### src/rtl/smg_display_arbiter_if.sv
// Bus between display clients and the tube arbiter.
// req/number_in from clients; gnt/Number_Sig/busy back.
interface smg_display_arbiter_if #(
  parameter int N_REQ = 4
);
  logic [N_REQ-1:0]    req;
  logic [24*N_REQ-1:0] number_in;
  logic [N_REQ-1:0]    gnt;
  logic [23:0]         Number_Sig;
  logic                busy;

  modport master (
    output req, number_in,
    input  gnt, Number_Sig, busy
  );

  modport slave (
    input  req, number_in,
    output gnt, Number_Sig, busy
  );
endinterface

### src/rtl/smg_display_arbiter.sv
// Round-robin owner of the 6-digit tube with minimum dwell.
// Ports: CLK, RST_N (sync, active-low), bus (slave modport).
module smg_display_arbiter #(
  parameter int          N_REQ        = 4,
  parameter int          DWELL_CYCLES = 50_000_000,
  parameter logic [23:0] IDLE_VALUE   = 24'd0
) (
  input logic CLK,
  input logic RST_N,
  smg_display_arbiter_if.slave bus
);

  localparam int CW = $clog2(DWELL_CYCLES + 1);
  localparam int IW = $clog2(N_REQ);
  localparam logic [CW-1:0] LAST = CW'(DWELL_CYCLES - 1);

  typedef enum logic [1:0] {
    IDLE,
    SHOW,
    LINGER
  } state_t;

  state_t           r_state, w_state_n;
  logic [N_REQ-1:0] r_gnt, w_gnt_n;
  logic [23:0]      r_num, w_num_n;
  logic             r_busy;
  logic [CW-1:0]    r_cnt, w_cnt_n;
  logic [IW-1:0]    r_ptr, w_ptr_n;
  logic [IW-1:0]    r_own, w_own_n;
  logic [IW-1:0]    w_win;
  logic [N_REQ-1:0] w_others, w_cand;
  logic             w_done, w_own_req, w_grant;

  // First set bit at or after p, wrapping.
  function automatic logic [IW-1:0] rr_pick(
    input logic [N_REQ-1:0] r,
    input logic [IW-1:0]    p
  );
    int j;
    rr_pick = p;
    for (int k = N_REQ - 1; k >= 0; k--) begin
      j = int'(p) + k;
      if (j >= N_REQ) j = j - N_REQ;
      if (r[j]) rr_pick = IW'(j);
    end
  endfunction

  always_comb begin
    w_done    = (r_cnt == LAST);
    w_own_req = bus.req[r_own];
    w_others  = bus.req & ~(N_REQ'(1) << r_own);
    // While showing, the owner itself is never a candidate.
    w_cand    = (r_state == SHOW) ? w_others : bus.req;
    w_win     = rr_pick(w_cand, r_ptr);
    w_grant   = 1'b0;
    w_state_n = r_state;
    w_cnt_n   = w_done ? r_cnt : r_cnt + CW'(1);
    w_own_n   = r_own;
    w_ptr_n   = r_ptr;

    unique case (r_state)
      IDLE: begin
        if (|bus.req) w_grant = 1'b1;
      end
      SHOW: begin
        if (w_own_req) begin
          if (w_done && |w_others) w_grant = 1'b1;
        end else if (!w_done) begin
          w_state_n = LINGER;
        end else if (|w_others) begin
          w_grant = 1'b1;
        end else begin
          w_state_n = IDLE;
        end
      end
      LINGER: begin
        if (w_done) begin
          if (|bus.req) w_grant = 1'b1;
          else          w_state_n = IDLE;
        end
      end
      default: w_state_n = IDLE;
    endcase

    if (w_grant) begin
      w_state_n = SHOW;
      w_own_n   = w_win;
      w_cnt_n   = '0;
      w_ptr_n   = (w_win == IW'(N_REQ - 1)) ?
                  '0 : w_win + IW'(1);
    end
    if (w_state_n == IDLE) w_cnt_n = '0;

    w_gnt_n = (w_state_n == SHOW) ?
              (N_REQ'(1) << w_own_n) : '0;

    // Value tracks the owner with one cycle of latency;
    // frozen in LINGER and on the first cycle of a new grant.
    w_num_n = r_num;
    if (w_state_n == IDLE)
      w_num_n = IDLE_VALUE;
    else if (r_state == SHOW)
      w_num_n = bus.number_in[int'(r_own)*24 +: 24];
  end

  always_ff @(posedge CLK) begin
    if (!RST_N) begin
      r_state <= IDLE;
      r_gnt   <= '0;
      r_num   <= IDLE_VALUE;
      r_busy  <= 1'b0;
      r_cnt   <= '0;
      r_ptr   <= '0;
      r_own   <= '0;
    end else begin
      r_state <= w_state_n;
      r_gnt   <= w_gnt_n;
      r_num   <= w_num_n;
      r_busy  <= (w_state_n != IDLE);
      r_cnt   <= w_cnt_n;
      r_ptr   <= w_ptr_n;
      r_own   <= w_own_n;
    end
  end

  assign bus.gnt        = r_gnt;
  assign bus.Number_Sig = r_num;
  assign bus.busy       = r_busy;

endmodule

### src/flat_wrapper.sv
// flat-port wrapper written by rule: the top's interface ports become plain ports
module smg_display_arbiter_flat 
#(
  parameter int          N_REQ        = 4,
  parameter int          DWELL_CYCLES = 50_000_000,
  parameter logic [23:0] IDLE_VALUE   = 24'd0
)
  (CLK, RST_N, bus_req, bus_number_in, bus_gnt, bus_Number_Sig, bus_busy);
  smg_display_arbiter_if #(.N_REQ(N_REQ)) bus_i ();
  input logic CLK;
  input logic RST_N;
  input wire logic [$bits(bus_i.req)-1:0] bus_req;
  input wire logic [$bits(bus_i.number_in)-1:0] bus_number_in;
  output wire logic [$bits(bus_i.gnt)-1:0] bus_gnt;
  output wire logic [$bits(bus_i.Number_Sig)-1:0] bus_Number_Sig;
  output wire logic [$bits(bus_i.busy)-1:0] bus_busy;
  assign bus_i.req = bus_req;
  assign bus_i.number_in = bus_number_in;
  assign bus_gnt = bus_i.gnt;
  assign bus_Number_Sig = bus_i.Number_Sig;
  assign bus_busy = bus_i.busy;
  smg_display_arbiter #(.N_REQ(N_REQ), .DWELL_CYCLES(DWELL_CYCLES), .IDLE_VALUE(IDLE_VALUE)) u_core (.CLK(CLK), .RST_N(RST_N), .bus(bus_i));
endmodule
### config.mk
export PLATFORM = sky130hd
export DESIGN_NAME = smg_display_arbiter_flat
export DESIGN_NICKNAME = d
export VERILOG_FILES = /design/src/rtl/smg_display_arbiter_if.sv /design/src/rtl/smg_display_arbiter.sv /design/src/flat_wrapper.sv
export SDC_FILE = /design/constraint.sdc
export NUM_CORES = 1
export LEC_CHECK = 0
export BUFFER_PORTS_ARGS = -buffer_cell sky130_fd_sc_hd__buf_2
export CAP_MARGIN = 20
export CORE_UTILIZATION = 40
export CTS_BUF_LIST = sky130_fd_sc_hd__clkbuf_2
export DETAILED_ROUTE_END_ITERATION = 8
export MAX_ROUTING_LAYER = met4
export PLACE_DENSITY = 0.67
export SYNTH_ARGS = -nofsm -noshare
export SYNTH_HDL_FRONTEND = slang
export SYNTH_SLANG_ARGS = --single-unit
### constraint.sdc
create_clock -name CLK -period 7 [get_ports CLK]
set_input_delay 0.7 -clock CLK [delete_from_list [all_inputs] [get_ports CLK]]
set_output_delay 0.7 -clock CLK [all_outputs]
set_load 0.05 [all_outputs]
==> impl_metrics.ini, run 1 <==
[synthesis]
yosys-top-cells-area = sky130_fd_sc_hd__dfxtp_1 35%, sky130_fd_sc_hd__mux4_2 16%, sky130_fd_sc_hd__nand2_1 6.9%, sky130_fd_sc_hd__nor2_1 4.6%, sky130_fd_sc_hd__xnor2_1 4.6%
synth_commonest_cells = 64 x sky130_fd_sc_hd__nand2_1, 61 x sky130_fd_sc_hd__dfxtp_1, 42 x sky130_fd_sc_hd__nor2_1, 25 x sky130_fd_sc_hd__mux4_2, 19 x sky130_fd_sc_hd__a21oi_1
yosysSeqAreaShare_pct = 35.3
synthesis.area_mm2 = 0.00346
yosys.area_share.simple_pct = 23.6
ys_types = 54
flip_flop_and_latch_count_after_synthesis = 61
synth.avg_cell_area_um2 = 9.61
synth.most_common_cell = sky130_fd_sc_hd__nand2_1
synth_ff_type = sky130_fd_sc_hd__dfxtp_1
synth_xor_area_share_pct = 5.82
netlist.top_cell.by_area = sky130_fd_sc_hd__dfxtp_1
synth_mux_area_share_pct = 17.7
post_synth_inst_count = 360
synth-edff-count = 0
post_syn_nets = 464
number_of_warnings_reported_in_the_yosys_synthesis_log = 0
synth-compound-area-share_pct = 12.0
netlist.area_leader.share_pct = 35.3
share_of_synthesized_cell_area_in_full_adder_half_adder_and_majority_cells_pct = 0.723
dominant_combinational_cell_family_by_area_after_synthesis = simple AND/OR/NAND/NOR gates
ys_async_sr_fraction_pct = 0

[drt]
vias = 3119
drt-vias-per-instance = 5.27
drc_errors_left = 0
drtPass1Iterations = 4
detailedRoute.firstIterationViolations = 129
antenna_violating_nets_post_route = 0
drt-wirelength-per-cell_um = 14.3
postRouteWirelength_um = 8480

[global_route]
pin_count_of_the_biggest_net_entering_global_routing = 34
met2_usage_pct = 34.1
grt_first_pass_wirelength_um = 13900
total_routing_resource_utilization_after_global_routing_pct = 20.4
initial_antenna_violation_count = 0
first_global_vias = 2999
globalRouteMet1Util_pct = 23.7
met3_usage_pct = 3.91
top_usage_layer = met2
overflow = 0

[floorplan]
die_h_um = 95.0
floorplan.core_area_mm2 = 0.00830
top_level_ports = 131
start_util_pct = 41.7
chipWidth_um = 95.0
std_cell_rows = 33
design.die.area_mm2 = 0.00903

[hold_path]
worst_hold_path_type = reg -> reg

[clocking]
h-tree-depth = 3
path_clk_slew_ns = 0.17
cts-hold-fix-buffers = 0
clock-sinks = 61
cts_tree = done
clock_tree.buffer_depth = 2
clock_tree.root_cell = sky130_fd_sc_hd__clkbuf_2
cts_setup_buffers = 0
cts-buffers-inserted = 9
ctsResizeCount = 0
clkLatencyLatePin_ns = 0.47

[timing]
finalCritPeriodShare_pct = 39.8
fmax_mhz = 359
slew_hr_pct = 34.2
hold_violations = 0
setup_slack_ns = 4.21
worst-slew-pin-transition_ns = 0.987
setup_tns_ns = 0
unrepaired_setup_endpoints_after_global_routing = false
final_report_max_slew_violation_count = 0
worst_clock_skew_ns = 0.0115
finalWorstPathRequiredPeriod_ns = 2.79
report.final.setup_viol = 0

[place]
detailedPlace.worstSlack_ns = 4.23
detailed_place_hpwl_um = 6550
io_buffer_count = 130
place.gp.congestion = 0.807

[pwr]
p_per_area_mw_per_mm2 = 239
p_leak_nw = 1.67
maximum_vdd_drop_mv = 0.115
total_power_consumption_mw = 1.02

[layout]
antenna_cells_inserted = 0
fin_nets = 586
final_core_utilization_pct = 51.3
layout-area-overhead-vs-synth_pct = 23.1
layout_cell_share_with_drive_strength_beyond_1_pct = 40.9

[critical_path]
critical_path.slowest_cell = sky130_fd_sc_hd__dfxtp_2
setup.worst_path.end_class = register
path_max_fanout = 33
critPathLaunchType = register
worstPathCellList = mux4_2 -> a2111oi_0 -> o21ai_2 -> o211ai_4 -> a21oi_1
critPathTopFamily = compound AO/OA/AOI/OAI gates
cpPeakStageDelay_ns = 1.02
path_class = reg -> reg
worst_ep_arrival_time_ns = 3.12
timing.critical_path.required_ns = 7.34
worst-path-buf-inv = 0

[outcome]
status = finished clean

[flow_run]
cap_viol_max_count = 0
[cell type report]
type                       count  area, um^2
clock inverter                 7        88.8
sequential                    61        1220
fill                         806        4040
clock buffer                   9        45.0
timing repair buffer         132         666
inverter                       9        33.8
multi-input combinational    269        2070
tap                          105         131
[flip-flops by register name (all words and copies together), names as in the netlist]
name                   flops
u_core.r_cnt              26
u_core.bus.Number_Sig     24
u_core.bus.busy            1
u_core.r_own               2
u_core.r_state             2
u_core.r_ptr               2
u_core.bus.gnt             4
[power breakdown]
group / leakage [nW] / switching (mW) / internal, mW / total [mW]
clock network: 0.0858 / 0.134 / 0.117 / 0.251
logic: 1.09 / 0.197 / 0.148 / 0.345
registers: 0.497 / 0.0428 / 0.378 / 0.421
[worst min-delay path, delay by kind of cell, from the launching register on]
kind | cells | cell delay (ns)
flip-flops | 1 | 0.34
AND/OR/NAND/NOR | 1 | 0.05
AO/OA/AOI/OAI | 1 | 0.05
[final timing paths]
path | startpoint | cells after the start | slack [ns] | to
hold / removal | u_core.bus.Number_Sig[21] | 2 | 0.46 | u_core.bus.Number_Sig[21]
hold reg to reg | u_core.bus.Number_Sig[21] | 2 | 0.46 | u_core.bus.Number_Sig[21]
setup reg to reg | u_core.r_own[0] | 5 | 4.21 | u_core.bus.Number_Sig[5]
setup / recovery | u_core.r_own[0] | 5 | 4.21 | u_core.bus.Number_Sig[5]
[layer usage]
metal / wire (um) / part of all wire [%]
met1: 3630 / 43
met2: 4160 / 49
met3: 499 / 5.9
met4: 196 / 2.3
met5: 0 / 0
[metrics by stage]
stage	hold WS, ns	instances	area (um^2)
2_1_floorplan	0.462	360	3460
3_3_place_gp	0.441	576	4130
3_5_place_dp	0.444	576	4130
4_1_cts	0.465	592	4260
5_1_grt	0.488	592	4260
6_report	0.462	592	4260
[placed cells by master, fill, tap and decap left out, types with 3 or more instances in the layout]
cell | Yosys | layout
sky130_fd_sc_hd__buf_2 | 5 | 130
sky130_fd_sc_hd__nand2_1 | 64 | 64
sky130_fd_sc_hd__dfxtp_1 | 61 | 60
sky130_fd_sc_hd__nor2_1 | 42 | 42
sky130_fd_sc_hd__mux4_2 | 25 | 25
sky130_fd_sc_hd__a21oi_1 | 19 | 19
sky130_fd_sc_hd__xnor2_1 | 18 | 18
sky130_fd_sc_hd__a21oi_2 | 10 | 10
sky130_fd_sc_hd__inv_1 | 9 | 9
sky130_fd_sc_hd__nor3_1 | 9 | 9
sky130_fd_sc_hd__clkbuf_2 | 1 | 9
sky130_fd_sc_hd__nand3_1 | 8 | 8
sky130_fd_sc_hd__nand4_1 | 6 | 6
sky130_fd_sc_hd__and2_1 | 5 | 5
sky130_fd_sc_hd__and4_1 | 5 | 5
sky130_fd_sc_hd__xor2_1 | 5 | 5
sky130_fd_sc_hd__a211oi_1 | 4 | 4
sky130_fd_sc_hd__clkinv_2 | 0 | 4
sky130_fd_sc_hd__nor2b_1 | 3 | 3
sky130_fd_sc_hd__and3_1 | 3 | 3
[kinds of logic after synthesis]
| logic type | Yosys count |
|---|---|
| adder cells (fa/ha/maj) | 2 |
| flip-flops | 61 |
| multiplexers | 29 |
| AO/OA/AOI/OAI | 54 |
| XOR/XNOR | 23 |
| AND/OR/NAND/NOR | 161 |
| buffers and inverters | 30 |
Note: power is estimated with default switching activity, not from simulation.
==> run 2: changes to the inputs <==
==> constraint.sdc (replaced) <==
create_clock -name CLK -period 2.6 [get_ports CLK]
set_input_delay 0.26 -clock CLK [delete_from_list [all_inputs] [get_ports CLK]]
set_output_delay 0.26 -clock CLK [all_outputs]
set_load 0.05 [all_outputs]
==> run 2 against run 1 <==
First-iteration DRC count increased by 7.8%. Register-to-register slack got worse by 4.0 ns. Die area unchanged. Largest power group unchanged. Cell area increased by 0.97%. Cell count increased by 1.5%. Highest routed layer unchanged. Clock skew increased by 0.027 ns. Sequential share of layout area decreased by 0.28 points. Non-clock buffer count increased by 9. Critical path depth increased by 1. Core utilization increased by 0.50 points. Sequential power increased to 2.6 times the previous value.
==> impl_metrics.ini, run 2 (synthesis results as in run 1) <==
[hold_path]
worstHoldPathCells = 2
worst_hold_path_type = in -> reg

[timing]
setup_tns_ns = 0
setup_slack_ns = 0.259
report.final.setup_viol = 0
slew_hr_pct = 46.2
finalWorstPathRequiredPeriod_ns = 2.34
hold_violations = 0
worst_clock_skew_ns = 0.0386
fmax_mhz = 427
finalCritPeriodShare_pct = 90.0
worst-slew-pin-transition_ns = 0.804
final_report_max_slew_violation_count = 0
unrepaired_setup_endpoints_after_global_routing = false

[clocking]
h-tree-depth = 3
clkLatencyLatePin_ns = 0.49
path_clk_slew_ns = 0.20
cts-buffers-inserted = 9
clock_tree.root_cell = sky130_fd_sc_hd__clkbuf_2
cts_setup_buffers = 0
cts_tree = done
clock_tree.buffer_depth = 2
clock-sinks = 61

[layout]
most_frequent_cells_in_the_layout = 130 x sky130_fd_sc_hd__buf_2, 64 x sky130_fd_sc_hd__nand2_1, 60 x sky130_fd_sc_hd__dfxtp_1
layout_cell_share_with_drive_strength_beyond_1_pct = 41.9
antenna_cells_inserted = 0
fin_nets = 595
layout_commonest_cell = sky130_fd_sc_hd__buf_2
largest_register_ffs = 26
layout.area.seq_mm2 = 0.00122
multiInputGateArea_mm2 = 0.00208
layout-area-overhead-vs-synth_pct = 24.3
registers.top_by_ff_count = u_core.r_cnt
final.fill_count = 811

[place]
place.gp.congestion = 0.815
detailed_place_hpwl_um = 6710
detailedPlace.worstSlack_ns = 0.232
io_buffer_count = 130

[global_route]
overflow = 0
first_global_vias = 3091
total_routing_resource_utilization_after_global_routing_pct = 20.3
pin_count_of_the_biggest_net_entering_global_routing = 26
initial_antenna_violation_count = 0
grt_first_pass_wirelength_um = 13800

[floorplan]
design.die.area_mm2 = 0.00903
start_util_pct = 41.7
top_level_ports = 131
die_h_um = 95.0
chipWidth_um = 95.0
std_cell_rows = 33
floorplan.core_area_mm2 = 0.00830

[drt]
drt-wirelength-per-cell_um = 14.4
postRouteWirelength_um = 8650
wl_met1_um = 3700
routed.top_layer = met4
drt-vias-per-instance = 5.25
detailedRoute.firstIterationViolations = 139
vias = 3153
routed_met3_length_um = 453
drc_errors_left = 0
drtPass1Iterations = 4
antenna_violating_nets_post_route = 0
dr_wl_met2_um = 4320

[flow_run]
cap_viol_max_count = 0

[pwr]
p_per_area_mw_per_mm2 = 619
p_leak_nw = 1.70
maximum_vdd_drop_mv = 0.266

[critical_path]
setup.worst_path.end_class = register
path_class = reg -> reg
reg2reg_setup_slack_ns = 0.26
critPathLaunchType = register
r2r.worst_path.cells = 6
path_max_fanout = 11
worst_ep_arrival_time_ns = 2.71
timing.critical_path.required_ns = 2.97

[outcome]
status = finished clean
[run 2: cell types whose count changed in the layout (fill, tap and decap cells not counted), sizes merged]
cell,previous run,this run
clkinv,4,3
buf,132,141
bufinv,2,1
inv,10,9
clkbuf,9,11
clkinvlp,0,1
[run 2: worst max-delay path, cell delays in order (launching register included)]
cell and delay (ns):
sky130_fd_sc_hd__dfxtp_1 0.42, sky130_fd_sc_hd__mux4_2 0.55, sky130_fd_sc_hd__a2111oi_0 0.54, sky130_fd_sc_hd__o21ai_2 0.17, sky130_fd_sc_hd__o2111ai_4 0.23, sky130_fd_sc_hd__buf_4 0.25
sky130_fd_sc_hd__nor2_1 0.06
[run 2: per-stage QoR]
stage	total power [mW]	util (%)	area (um^2)	hold WS, ns	cells
global placement	2.09	50.6	4200	0.439	585
global route	2.81	51.8	4300	0.0644	601
finish	2.66	51.8	4300	0.0862	601
floorplan	1.86	-	3460	0.462	360
CTS	2.70	51.8	4300	0.0338	601
detailed placement	2.11	50.6	4200	0.444	585
[run 2: what timing repair did]
| action | CTS | global route |
|---|---|---|
| hold endpoints to repair | 0 | 0 |
| resized for setup | 0 | 1 |
| hold buffers | 0 | 0 |
| endpoints found under the setup margin | 0 | 1 |
[run 2: final timing paths]
kind,end,from
max,u_core.r_cnt[21],u_core.r_own[1]
min,u_core.r_ptr[0],RST_N
max reg2reg,u_core.r_cnt[21],u_core.r_own[1]
min reg2reg,u_core.bus.Number_Sig[19],u_core.bus.Number_Sig[19]
[run 2: layout make-up]
type,count,share of cell area [%]
well taps,105,3.05
repair buffers,141,17.0
inverters,9,0.785
flip-flops and latches,61,28.4
multi-input cells,269,48.2
clock buffers,11,1.28
clock inverters,5,1.19
[run 2: where the power goes]
| part | switching, mW | internal [mW] |
|---|---|---|
| combinational | 0.588 | 0.414 |
| sequential | 0.0624 | 1.02 |
| clock | 0.354 | 0.224 |
| total | 1.00 | 1.66 |
[run 2: routing by layer]
| metal | vias to the layer above | GRT usage, % |
|---|---|---|
| li1 | 1553 | - |
| met1 | 1498 | 22.8 |
| met2 | 86 | 34.8 |
| met3 | 16 | 3.91 |
| met4 | 0 | 9.60 |
| met5 | - | - |
